[config.mk]
export PLATFORM = sky130hd
export DESIGN_NAME = dino_jump_engine_flat
export DESIGN_NICKNAME = d
export VERILOG_FILES = /design/src/rtl/dino_jump_engine_pkg.sv /design/src/rtl/dino_jump_engine_if.sv /design/src/rtl/dino_jump_engine_trajectory.sv /design/src/rtl/dino_jump_engine.sv /design/src/flat_wrapper.sv
export SDC_FILE = /design/constraint.sdc
export NUM_CORES = 1
export LEC_CHECK = 0
export CORE_ASPECT_RATIO = 1.25
export CORE_MARGIN = 1.5
export CORE_UTILIZATION = 54
export DETAILED_ROUTE_END_ITERATION = 6
export GPL_ROUTABILITY_DRIVEN = 0
export PLACE_DENSITY = 0.78
export SLEW_MARGIN = 20
export SYNTH_ARGS = -nofsm -noshare
export SYNTH_HDL_FRONTEND = slang
export SYNTH_HIERARCHICAL = 1
export SYNTH_SLANG_ARGS = --single-unit
[constraint.sdc]
create_clock -name CLK -period 7.6 [get_ports CLK]
set_input_delay 1.52 -clock CLK [delete_from_list [all_inputs] [get_ports CLK]]
set_output_delay 1.52 -clock CLK [all_outputs]
set_load 0.02 [all_outputs]
[src/rtl/dino_jump_engine_pkg.sv]
// Shared game-state encoding and trajectory helpers for the dino jump engine.
package dino_pkg;

  typedef enum logic [1:0] {
    ST_IDLE   = 2'd0,
    ST_GROUND = 2'd1,
    ST_AIR    = 2'd2,
    ST_OVER   = 2'd3
  } game_state_e;

  // Frame counter width; JUMP_FRAMES is limited to 254.
  localparam int T_CNT_W = 8;

  // Apex of t*(T-t)/2, reached at t = T/2 for even T.
  function automatic int unsigned max_height(input int unsigned frames);
    int unsigned half;
    half = frames / 32'd2;
    return (half * (frames - half)) / 32'd2;
  endfunction

endpackage

[src/rtl/dino_jump_engine_if.sv]
// Scan-position / sprite-ROM / pixel bundle between the VGA counters, ROM and mixer.
interface dino_jump_engine_if #(
  parameter int ROW_W  = 9,
  parameter int COL_W  = 10,
  parameter int ADDR_W = 13
);
  logic [ROW_W-1:0]  row_addr;
  logic [COL_W-1:0]  col_addr;
  logic [ADDR_W-1:0] rom_addr;
  logic              rom_data;
  logic              px;

  modport master (output row_addr, output col_addr, output rom_data,
                  input  rom_addr, input  px);
  modport slave  (input  row_addr, input  col_addr, input  rom_data,
                  output rom_addr, output px);
endinterface

[src/rtl/dino_jump_engine_trajectory.sv]
// Frame counter t, landing buffer and registered height t*(T-t)/2 for one jump.
module jump_trajectory
  import dino_pkg::*;
#(
  parameter int JUMP_FRAMES   = 30,
  parameter int BUFFER_FRAMES = 4,
  parameter int HEIGHT_W      = 12
) (
  input  logic                CLK,
  input  logic                RESET_N,
  input  logic                restart,
  input  logic                takeoff,
  input  logic                air_tick,
  input  logic                air_press,
  output logic                land,
  output logic [HEIGHT_W-1:0] height
);

  localparam logic [T_CNT_W-1:0] T_LAST = T_CNT_W'(JUMP_FRAMES - 1);
  localparam logic [T_CNT_W-1:0] BUF_LO = T_CNT_W'(JUMP_FRAMES - BUFFER_FRAMES);
  localparam logic               BUF_EN = (BUFFER_FRAMES > 0);

  logic [T_CNT_W-1:0]  t_r, t_next_s;
  logic                buf_r, buf_next_s;
  logic                press_ok_s;
  logic [HEIGHT_W-1:0] height_r, height_next_s;
  logic [HEIGHT_W-1:0] t_ext_s, rem_s, prod_s;

  assign press_ok_s = air_press & BUF_EN & (t_r >= BUF_LO);
  // A press arriving on the landing tick itself still counts as buffered.
  assign land       = (t_r == T_LAST) & ~(buf_r | press_ok_s);
  assign height     = height_r;

  // Next t / buffer from the qualified enables, and the matching height.
  always_comb begin
    t_next_s      = t_r;
    buf_next_s    = buf_r;
    t_ext_s       = '0;
    rem_s         = '0;
    prod_s        = '0;
    height_next_s = '0;
    if (restart) begin
      t_next_s   = '0;
      buf_next_s = 1'b0;
    end else if (takeoff) begin
      t_next_s   = T_CNT_W'(1);
      buf_next_s = 1'b0;
    end else if (air_tick) begin
      if (t_r < T_LAST) begin
        t_next_s   = t_r + T_CNT_W'(1);
        buf_next_s = buf_r | press_ok_s;
      end else if (buf_r | press_ok_s) begin
        t_next_s   = T_CNT_W'(1);
        buf_next_s = 1'b0;
      end else begin
        t_next_s   = '0;
        buf_next_s = 1'b0;
      end
    end else if (press_ok_s) begin
      buf_next_s = 1'b1;
    end else begin
      buf_next_s = buf_r;
    end
    t_ext_s       = HEIGHT_W'(t_next_s);
    rem_s         = HEIGHT_W'(JUMP_FRAMES) - t_ext_s;
    prod_s        = t_ext_s * rem_s;
    height_next_s = {1'b0, prod_s[HEIGHT_W-1:1]};
  end

  // Trajectory registers; height updates on the same edge as t.
  always_ff @(posedge CLK) begin
    if (!RESET_N) begin
      t_r      <= '0;
      buf_r    <= 1'b0;
      height_r <= '0;
    end else begin
      t_r      <= t_next_s;
      buf_r    <= buf_next_s;
      height_r <= height_next_s;
    end
  end

endmodule

[src/rtl/dino_jump_engine.sv]
// Dino game FSM (idle/ground/air/over) plus 2-cycle sprite render pipeline
// fetching from an external synchronous sprite ROM.
module dino_jump_engine
  import dino_pkg::*;
#(
  parameter int SPRITE_W      = 82,
  parameter int SPRITE_H      = 88,
  parameter int X_POS         = 80,
  parameter int GROUND_Y      = 402,
  parameter int JUMP_FRAMES   = 30,
  parameter int BUFFER_FRAMES = 4,
  parameter int ROW_W         = 9,
  parameter int COL_W         = 10,
  parameter int HEIGHT_W      = 12,
  parameter int ADDR_W        = $clog2(SPRITE_W * SPRITE_H)
) (
  input  logic                CLK,
  input  logic                RESET_N,
  input  logic                fresh,
  input  logic                button_jump,
  input  logic                collision,
  dino_jump_engine_if.slave   vid,
  output logic                game_status,
  output logic                airborne,
  output logic [HEIGHT_W-1:0] height
);

  localparam int                 BOX_W  = ROW_W + 2;
  localparam logic [COL_W:0]     X_LO   = (COL_W + 1)'(X_POS);
  localparam logic [COL_W:0]     X_HI   = (COL_W + 1)'(X_POS + SPRITE_W);
  localparam logic [ADDR_W-1:0]  SW_A   = ADDR_W'(SPRITE_W);

  game_state_e         state_r, state_next_s;
  logic                fresh_d_r, btn_d_r;
  logic                jump_req_r, jump_req_next_s;
  logic                tick_s, press_s;
  logic                restart_s, takeoff_s, air_tick_s, air_press_s, land_s;
  logic [HEIGHT_W-1:0] height_s;

  logic signed [BOX_W-1:0] row_s, bottom_s, top_s, row_off_s;
  logic [COL_W:0]          col_s;
  logic                    hit_s;
  logic [ADDR_W-1:0]       addr_s;
  logic                    hit_r, hit_d_r, px_r;
  logic [ADDR_W-1:0]       rom_addr_r;

  assign tick_s  = fresh_d_r & ~fresh;
  assign press_s = button_jump & ~btn_d_r;

  jump_trajectory #(
    .JUMP_FRAMES   (JUMP_FRAMES),
    .BUFFER_FRAMES (BUFFER_FRAMES),
    .HEIGHT_W      (HEIGHT_W)
  ) u_traj (
    .CLK       (CLK),
    .RESET_N   (RESET_N),
    .restart   (restart_s),
    .takeoff   (takeoff_s),
    .air_tick  (air_tick_s),
    .air_press (air_press_s),
    .land      (land_s),
    .height    (height_s)
  );

  // Next state and trajectory enables; collision freezes everything in play.
  always_comb begin
    state_next_s    = state_r;
    jump_req_next_s = jump_req_r;
    restart_s       = 1'b0;
    takeoff_s       = 1'b0;
    air_tick_s      = 1'b0;
    air_press_s     = 1'b0;
    case (state_r)
      ST_IDLE, ST_OVER: begin
        if (press_s) begin
          state_next_s    = ST_GROUND;
          restart_s       = 1'b1;
          jump_req_next_s = 1'b0;
        end else begin
          state_next_s    = state_r;
        end
      end
      ST_GROUND: begin
        if (collision) begin
          state_next_s    = ST_OVER;
        end else if (tick_s && (jump_req_r || press_s)) begin
          state_next_s    = ST_AIR;
          takeoff_s       = 1'b1;
          jump_req_next_s = 1'b0;
        end else if (press_s) begin
          jump_req_next_s = 1'b1;
        end else begin
          jump_req_next_s = jump_req_r;
        end
      end
      ST_AIR: begin
        if (collision) begin
          state_next_s = ST_OVER;
        end else begin
          air_tick_s   = tick_s;
          air_press_s  = press_s;
          if (tick_s && land_s) begin
            state_next_s = ST_GROUND;
          end else begin
            state_next_s = ST_AIR;
          end
        end
      end
      default: begin
        state_next_s    = ST_IDLE;
        jump_req_next_s = 1'b0;
      end
    endcase
  end

  // Game state, pending jump request and edge-detect flops.
  always_ff @(posedge CLK) begin
    if (!RESET_N) begin
      state_r    <= ST_IDLE;
      jump_req_r <= 1'b0;
      fresh_d_r  <= 1'b0;
      btn_d_r    <= 1'b0;
    end else begin
      state_r    <= state_next_s;
      jump_req_r <= jump_req_next_s;
      fresh_d_r  <= fresh;
      btn_d_r    <= button_jump;
    end
  end

  // Sprite bounding box in signed row space and ROM address of the scan point.
  always_comb begin
    row_s     = $signed({2'b00, vid.row_addr});
    col_s     = {1'b0, vid.col_addr};
    bottom_s  = $signed(BOX_W'(GROUND_Y)) - $signed(BOX_W'(height_s));
    top_s     = bottom_s - $signed(BOX_W'(SPRITE_H));
    row_off_s = row_s - top_s;
    hit_s     = (state_r != ST_IDLE) && (row_s >= top_s) && (row_s < bottom_s)
                && (col_s >= X_LO) && (col_s < X_HI);
    addr_s    = ADDR_W'($unsigned(row_off_s)) * SW_A + ADDR_W'(col_s - X_LO);
  end

  // Render pipeline: address/hit at edge k, ROM read at k+1, pixel at k+2.
  always_ff @(posedge CLK) begin
    if (!RESET_N) begin
      hit_r      <= 1'b0;
      hit_d_r    <= 1'b0;
      px_r       <= 1'b0;
      rom_addr_r <= '0;
    end else begin
      hit_r   <= hit_s;
      hit_d_r <= hit_r;
      px_r    <= hit_d_r & vid.rom_data;
      if (hit_s) begin
        rom_addr_r <= addr_s;
      end else begin
        rom_addr_r <= rom_addr_r;
      end
    end
  end

  assign vid.rom_addr = rom_addr_r;
  assign vid.px       = px_r;
  assign game_status  = (state_r == ST_GROUND) || (state_r == ST_AIR);
  assign airborne     = (state_r == ST_AIR);
  assign height       = height_s;

endmodule

[src/flat_wrapper.sv]
// flat-port wrapper written by rule: the top's interface ports become plain ports
module dino_jump_engine_flat import dino_pkg::*;
#(
  parameter int SPRITE_W      = 82,
  parameter int SPRITE_H      = 88,
  parameter int X_POS         = 80,
  parameter int GROUND_Y      = 402,
  parameter int JUMP_FRAMES   = 30,
  parameter int BUFFER_FRAMES = 4,
  parameter int ROW_W         = 9,
  parameter int COL_W         = 10,
  parameter int HEIGHT_W      = 12,
  parameter int ADDR_W        = $clog2(SPRITE_W * SPRITE_H)
)
  (CLK, RESET_N, fresh, button_jump, collision, game_status, airborne, height, vid_row_addr, vid_col_addr, vid_rom_data, vid_rom_addr, vid_px);
  dino_jump_engine_if #(.ROW_W(ROW_W), .COL_W(COL_W), .ADDR_W(ADDR_W)) vid_i ();
  input  logic CLK;
  input  logic RESET_N;
  input  logic fresh;
  input  logic button_jump;
  input  logic collision;
  output logic game_status;
  output logic airborne;
  output logic [HEIGHT_W-1:0] height;
  input wire logic [$bits(vid_i.row_addr)-1:0] vid_row_addr;
  input wire logic [$bits(vid_i.col_addr)-1:0] vid_col_addr;
  input wire logic [$bits(vid_i.rom_data)-1:0] vid_rom_data;
  output wire logic [$bits(vid_i.rom_addr)-1:0] vid_rom_addr;
  output wire logic [$bits(vid_i.px)-1:0] vid_px;
  assign vid_i.row_addr = vid_row_addr;
  assign vid_i.col_addr = vid_col_addr;
  assign vid_i.rom_data = vid_rom_data;
  assign vid_rom_addr = vid_i.rom_addr;
  assign vid_px = vid_i.px;
  dino_jump_engine #(.SPRITE_W(SPRITE_W), .SPRITE_H(SPRITE_H), .X_POS(X_POS), .GROUND_Y(GROUND_Y), .JUMP_FRAMES(JUMP_FRAMES), .BUFFER_FRAMES(BUFFER_FRAMES), .ROW_W(ROW_W), .COL_W(COL_W), .HEIGHT_W(HEIGHT_W), .ADDR_W(ADDR_W)) u_core (.CLK(CLK), .RESET_N(RESET_N), .fresh(fresh), .button_jump(button_jump), .collision(collision), .vid(vid_i), .game_status(game_status), .airborne(airborne), .height(height));
endmodule
* After elaboration in Yosys (flattened, before gate mapping) *
Index checks and enable logic that the tools add are counted.

word-level totals
  flip-flop bits (word level) = 42
  latch bits = 0
  memory bits (writable) = 0
  ROM bits = 0
  output and inout port bits = 28
  word-level logic and storage cells = 89
  memories = 0

cells by class
  add/sub/neg operators = 7
  $mul = 2
  div/mod/pow operators = 0
  order comparisons = 6
  equal/unequal tests = 8
  shifts and indexed selects = 0
  mux-type cells = 28
  bitwise operators = 10
  reductions and logical operators = 16

operator list
  operator                                               number
  two-way mux 8 bit                                      4
  two-way mux 1 bit                                      17
  adder 13 bit                                           1
  multiplier 11 x 6 -> 12 bit (second input constant)    1
  multiplier 9 x 9 -> 12 bit                             1
  >= comparator 10 x 11 -> 1 bit                         1
  < comparator 10 x 11 -> 1 bit                          1
  subtractor 10 x 11 -> 11 bit                           1
  subtractor 10 x 11 -> 11 bit (first input constant)    1
  subtractor 10 x 7 -> 11 bit (second input constant)    1
  subtractor 11 x 8 -> 11 bit (second input constant)    1
  >= comparator 10 x 7 -> 1 bit (second input constant)  1
  < comparator 10 x 8 -> 1 bit (second input constant)   1
  two-way mux 2 bit                                      5
  subtractor 5 x 8 -> 9 bit (first input constant)       1
  adder 8 x 1 -> 8 bit (second input constant)           1
  == test 8 x 5 -> 1 bit (second input constant)         1
  >= comparator 8 x 5 -> 1 bit (second input constant)   1
  < comparator 8 x 5 -> 1 bit (second input constant)    1
  logical AND 1 bit                                      6
  one-hot mux 2 bit (3 select lines)                     1
  nonzero test 2 bit                                     3
  AND 1 bit                                              5
  == test 2 bit (second input constant)                  2
  other kinds (14)                                       18

* Longest topological paths before layout *
  depth in word-level cells = 13
  gate-level depth with buffers = 33
  depth with buffers taken out = 32

* Hierarchy *
Netlist, hierarchy kept.

by module, submodules not included
  module            instances  cells an instance  area an instance (µm²)  seq. area each (µm²)
  dino_jump_engine  1          360                3,039.2                 420.4
  jump_trajectory   1          329                2,921.6                 380.4

* Worst setup path after synthesis *
No wires, ideal clock.

  path kind = in2reg
  start point = input port button_jump
  end point = register u_core.u_traj.height_r[10], in the netlist u_core/u_traj/height[10]
  arrival = 7,956 ps
  slack = -476 ps
  stages = 27
  path buffers = 1
  cells stage by stage = nor2b_1 o21ai_0 nor2_1 or2_1 buf_4 nor3_1 ha_1 nand4_1 nand2_1 xor2_2 nor2_1 fa_1 inv_1 fa_1 fa_1 fa_1 fa_1 inv_1 ha_1 o21a_1 o31a_1 o21ai_0 a21oi_1 or3_1 and3_1 nor3_1 nor3_2

between the ends
  elaborated cells between the ends (all ways) = 19
  those cells by class = 1 x add/sub; 1 x mul; 12 x mux; 3 x bitwise; 2 x reduce/logical

RTL lines
  item                            line                               RTL
  start: declaration              flat_wrapper.sv:20                 input logic button_jump;
  AND 1 bit (*)                   dino_jump_engine.sv:48             assign press_s = button_jump & ~btn_d_r;
  logical OR 1 bit (*)            dino_jump_engine.sv:86             end else if (tick_s && (jump_req_r || press_s)) begin
  logical AND 1 bit (*)           dino_jump_engine.sv:86
  two-way mux 1 bit (*)           dino_jump_engine.sv:86
  two-way mux 1 bit (*)           dino_jump_engine.sv:84             if (collision) begin
  two-way mux 1 bit (*)           dino_jump_engine.sv:73             case (state_r)
  via u_core.takeoff_s            dino_jump_engine.sv:37             logic restart_s, takeoff_s, air_tick_s, air_press_s, land_s;
  two-way mux 8 bit (*)           dino_jump_engine_trajectory.sv:45  end else if (takeoff) begin
  two-way mux 8 bit (*)           dino_jump_engine_trajectory.sv:42  if (restart) begin
  via u_core.u_traj.t_next_s[1]   dino_jump_engine_trajectory.sv:23  logic [T_CNT_W-1:0] t_r, t_next_s;
  subtractor 5 x 8 -> 9 bit       dino_jump_engine_trajectory.sv:65  rem_s = HEIGHT_W'(JUMP_FRAMES) - t_ext_s;
  multiplier 9 x 9 -> 12 bit (*)  dino_jump_engine_trajectory.sv:66  prod_s = t_ext_s * rem_s;
  end signal: assignment          dino_jump_engine_trajectory.sv:79  height_r <= height_next_s;
  end: declaration                dino_jump_engine_trajectory.sv:26  logic [HEIGHT_W-1:0] height_r, height_next_s;

Mark *: on every way through the listed nets, which the timed path passes. The rest lies on a longest branch.
A chain may end at the register's enable or synchronous reset.

* Worst setup path in the final report *
  start point = input port fresh
  end point = register u_core.u_traj.height_r[10], in the netlist u_core/u_traj/height[10]

between the ends
  elaborated cells between the ends (all ways) = 13
  those cells by class = 1 x add/sub; 1 x mul; 8 x mux; 2 x bitwise; 1 x reduce/logical

RTL lines
  item                            line                               RTL
  start: declaration              flat_wrapper.sv:19                 input logic fresh;
  inverter 1 bit (*)              dino_jump_engine.sv:47             assign tick_s = fresh_d_r & ~fresh;
  AND 1 bit (*)                   dino_jump_engine.sv:47
  two-way mux 1 bit (*)           dino_jump_engine.sv:97             if (collision) begin
  two-way mux 1 bit (*)           dino_jump_engine.sv:73
  via u_core.air_tick_s           dino_jump_engine.sv:37
  two-way mux 8 bit (*)           dino_jump_engine_trajectory.sv:48  end else if (air_tick) begin
  two-way mux 8 bit (*)           dino_jump_engine_trajectory.sv:45
  two-way mux 8 bit (*)           dino_jump_engine_trajectory.sv:42
  subtractor 5 x 8 -> 9 bit       dino_jump_engine_trajectory.sv:65
  multiplier 9 x 9 -> 12 bit (*)  dino_jump_engine_trajectory.sv:66

Marked as above.

==> results.sh <==
export IMPL_worst_path_max_fanout=5
export IMPL_synthArstFlopShare=0
export IMPL_grt_pass1_wl_um=25300
export IMPL_cts_inserted_buffers=5
export IMPL_post_synth_main_area_contributors="sky130_fd_sc_hd__ha_1, sky130_fd_sc_hd__fa_1, sky130_fd_sc_hd__dfxtp_1, sky130_fd_sc_hd__inv_1, sky130_fd_sc_hd__nor2_1"
export IMPL_clkTransAtPathRegs_ns=0.06
export IMPL_critical_path_max_stage_delay_ns=0.56
export IMPL_grt_pass1_vias=5661
export IMPL_worst_slew_pin_slew_ns=0.943
export IMPL_postRouteAntennaNets=0
export IMPL_grt_max_degree=18
export IMPL_min_path_type="flop to flop"
export IMPL_failed_checks="negative setup slack"
export IMPL_drt_iter0_markers=271
export IMPL_boundaryPins=53
export IMPL_power_per_cell_area_nw_per_um2=208
export IMPL_synth_edf_count=0
export IMPL_antenna_violations_before_repair=0
export IMPL_leakage_nw=3.70
export IMPL_timing_clock_skew_ns=0.00613
export IMPL_vdd_ir_drop_worst_v=0.000190
export IMPL_clk_path_buf_depth=2
export IMPL_dp_cells=916
export IMPL_grt_ovfl_total=0
export IMPL_netlist_top_cell_by_area="sky130_fd_sc_hd__ha_1"
export IMPL_synth_commonest_cells="sky130_fd_sc_hd__inv_1, sky130_fd_sc_hd__ha_1, sky130_fd_sc_hd__nor2_1"
export IMPL_critPathCaptureType="flop"
export IMPL_final_hold_vios=0
export IMPL_postSynthCellCount=689
export IMPL_grt_setup_unrepaired="true"
export IMPL_drc_violation_count_after_routing=0
export IMPL_holdBufCountCts=0
export IMPL_n_fill_cell=736
export IMPL_fmax_mhz=131
export IMPL_numPortBuffers=50
export IMPL_slew_limit_headroom=0.371
export IMPL_post_drt_via_cell_ratio=5.75
export IMPL_rr_startpoint="u_core/u_traj/t_r[0]"
export IMPL_die_width_um=97.0
export IMPL_wire_per_inst_um=17.4
export IMPL_detail_route_wirelength_um=16600
export IMPL_final_period_utilization=1.01
export IMPL_final_period_minus_worst_setup_slack_ns=7.64
export IMPL_cts_sinks=40
export IMPL_tritoncts="built"
export IMPL_share_of_the_synthesized_area_in_the_top_cell_type=0.191
export IMPL_stdcell_area_um2=7740
export IMPL_fin_nets=979
export IMPL_synth_cell_area_um2=5960
export IMPL_most_repeated_cell_in_the_gate_level_netlist_after_synthesis="sky130_fd_sc_hd__inv_1"
export IMPL_ys_ff_latch=40
export IMPL_die_height_um=120
export IMPL_postPlaceCellArea_um2=7050
export IMPL_die_area_um2=11700
export IMPL_overall_global_routing_usage=0.261
export IMPL_clock_tree_htree_level_count=2
export IMPL_critical_path_top_cell_by_count="sky130_fd_sc_hd__fa_1"
export IMPL_max_cap_viol_count=0
export IMPL_syn_area_per_cell_um2=8.65
export IMPL_commonest_register_cell_after_synthesis="sky130_fd_sc_hd__dfxtp_1"
export IMPL_area_delta_synth_final_pct=29.8
export IMPL_run_status="finished with violations"
export IMPL_initial_utilization=0.559
export IMPL_post_dp_hpwl_um=11900
export IMPL_diodes=0
export IMPL_drv_slew=0
export IMPL_detail_route_first_pass_iterations=4
export IMPL_critPathKind="input port to flop"
export IMPL_clk_insertion_delay_late_ns=0.29
export IMPL_floorplan_rows=42
export IMPL_route_vias_total=5477
export IMPL_critPathRequiredTime_ns=7.81
export IMPL_yosysWarningCount=6
export IMPL_synth_cell_type_count=80
export IMPL_timing_final_ws_setup_ns=-0.0431
export IMPL_cp_launch_type="input port"
export IMPL_worst_hold_startpoint="u_core/state_r[1]"
export IMPL_finalSetupViolCount=1
export IMPL_drive_above_1_share=0.236
export IMPL_critical_path_slowest_cell="sky130_fd_sc_hd__fa_1"
export IMPL_floorplan_core_area_um2=10700
export IMPL_cp_startpoint="fresh"
export IMPL_layout_cells_non_filler=953
export IMPL_cp_data_arrival_time_ns=7.85
export IMPL_yosysSeqAreaShare=0.134
export IMPL_cts_root_buffer="sky130_fd_sc_hd__clkbuf_16"
power breakdown:
part           leakage, nW  switching (mW)  internal, mW  total [mW]
clock               0.0804          0.0949         0.156       0.251
combinational         3.29           0.629         0.500        1.13
sequential           0.323         0.00740         0.218       0.226
stage by stage:
stage | hold WS [ns] | total power [mW] | TNS (ns) | setup WS [ns] | util
3_5_place_dp | 0.444 | 1.31 | -0.605 | -0.605 | 0.661
5_1_grt | 0.513 | 1.73 | -0.204 | -0.204 | 0.725
3_3_place_gp | 0.423 | 1.24 | -0.388 | -0.388 | 0.661
6_report | 0.484 | 1.61 | -0.0431 | -0.0431 | 0.725
2_1_floorplan | 0.412 | 1.07 | 0 | 0.0495 | -
4_1_cts | 0.460 | 1.58 | 0 | 0.0307 | 0.699
path summary, 6_finish.rpt:
kind / endpoint / cells past startpoint / slack (ns)
setup reg to reg: u_core/u_traj/height[10] / 28 / 0.54
hold reg to reg: u_core/state_r[1] / 2 / 0.48
setup / recovery: u_core/u_traj/height[10] / 29 / -0.04
hold / removal: u_core/state_r[1] / 2 / 0.48
flip-flops by register name (all words and copies together), names as in the netlist:
signal,cells
u_core/u_traj/height,10
u_core/jump_req_r,1
u_core/u_traj/buf_r,1
u_core/state_r,2
u_core/hit_r,1
u_core/u_traj/t_r,8
u_core/vid.rom_addr,13
u_core/vid.px,1
u_core/hit_d_r,1
u_core/btn_d_r,1
u_core/fresh_d_r,1
cell type report:
type                            instances  area (µm²)  share of cell area
Clock buffer                            5         125              0.0162
Clock inverter                          3        46.3             0.00598
Inverter                              100         378              0.0488
Multi-Input combinational cell        534        5050               0.652
Sequential cell                        40         801               0.104
Tap cell                              132         165              0.0213
Timing Repair Buffer                  139        1170               0.152
cell families after synthesis:
kind of cell               share of synthesized area
and+or+nand+nor                                0.199
adders and majority gates                      0.335
buffers and inverters                         0.0850
AOI/OAI and AO/OA                              0.136
xor gates and xnor gates                      0.0854
DFF                                            0.134
muxes                                         0.0235
other                                       0.000629
cell usage in the layout (no fill, tap or decap), drive strengths merged, types with 11 or more instances in the layout:
cell and count:
nor2b 15, and2 11, fa 43, ha 91, xnor2 30, dfxtp 40, inv 100, a21oi 27
nor2 74, nand2b 21, xor2 23, nor3 23, o21ai 23, nand2 21, mux2i 14, a21o 11
clkdlybuf4s50 47, buf 90
what timing repair did:
| item | CTS | global route |
|---|---|---|
| setup endpoints to repair | 1 | 1 |
| gates cloned | 1 | 0 |
| pin swaps | 22 | 34 |
| resized for setup | 35 | 39 |
| setup buffers | 10 | 19 |
critical path, delay by kind of cell:
family	cells	cell delay, ns
AO/OA/AOI/OAI	4	0.55
XOR/XNOR	1	0.23
adder cells (fa/ha/maj)	7	2.77
buffers and inverters	7	0.79
AND/OR/NAND/NOR	10	1.98
layer usage:
metal  vias to the layer above  share of wire  GRT usage
met5                         -              0          0
met1                      2669           0.38      0.286
met3                        52          0.042     0.0277
met4                         0          0.038      0.120
met2                       179           0.54      0.501
li1                       2577              -          -
No activity file was read; power rests on OpenSTA's default activity.
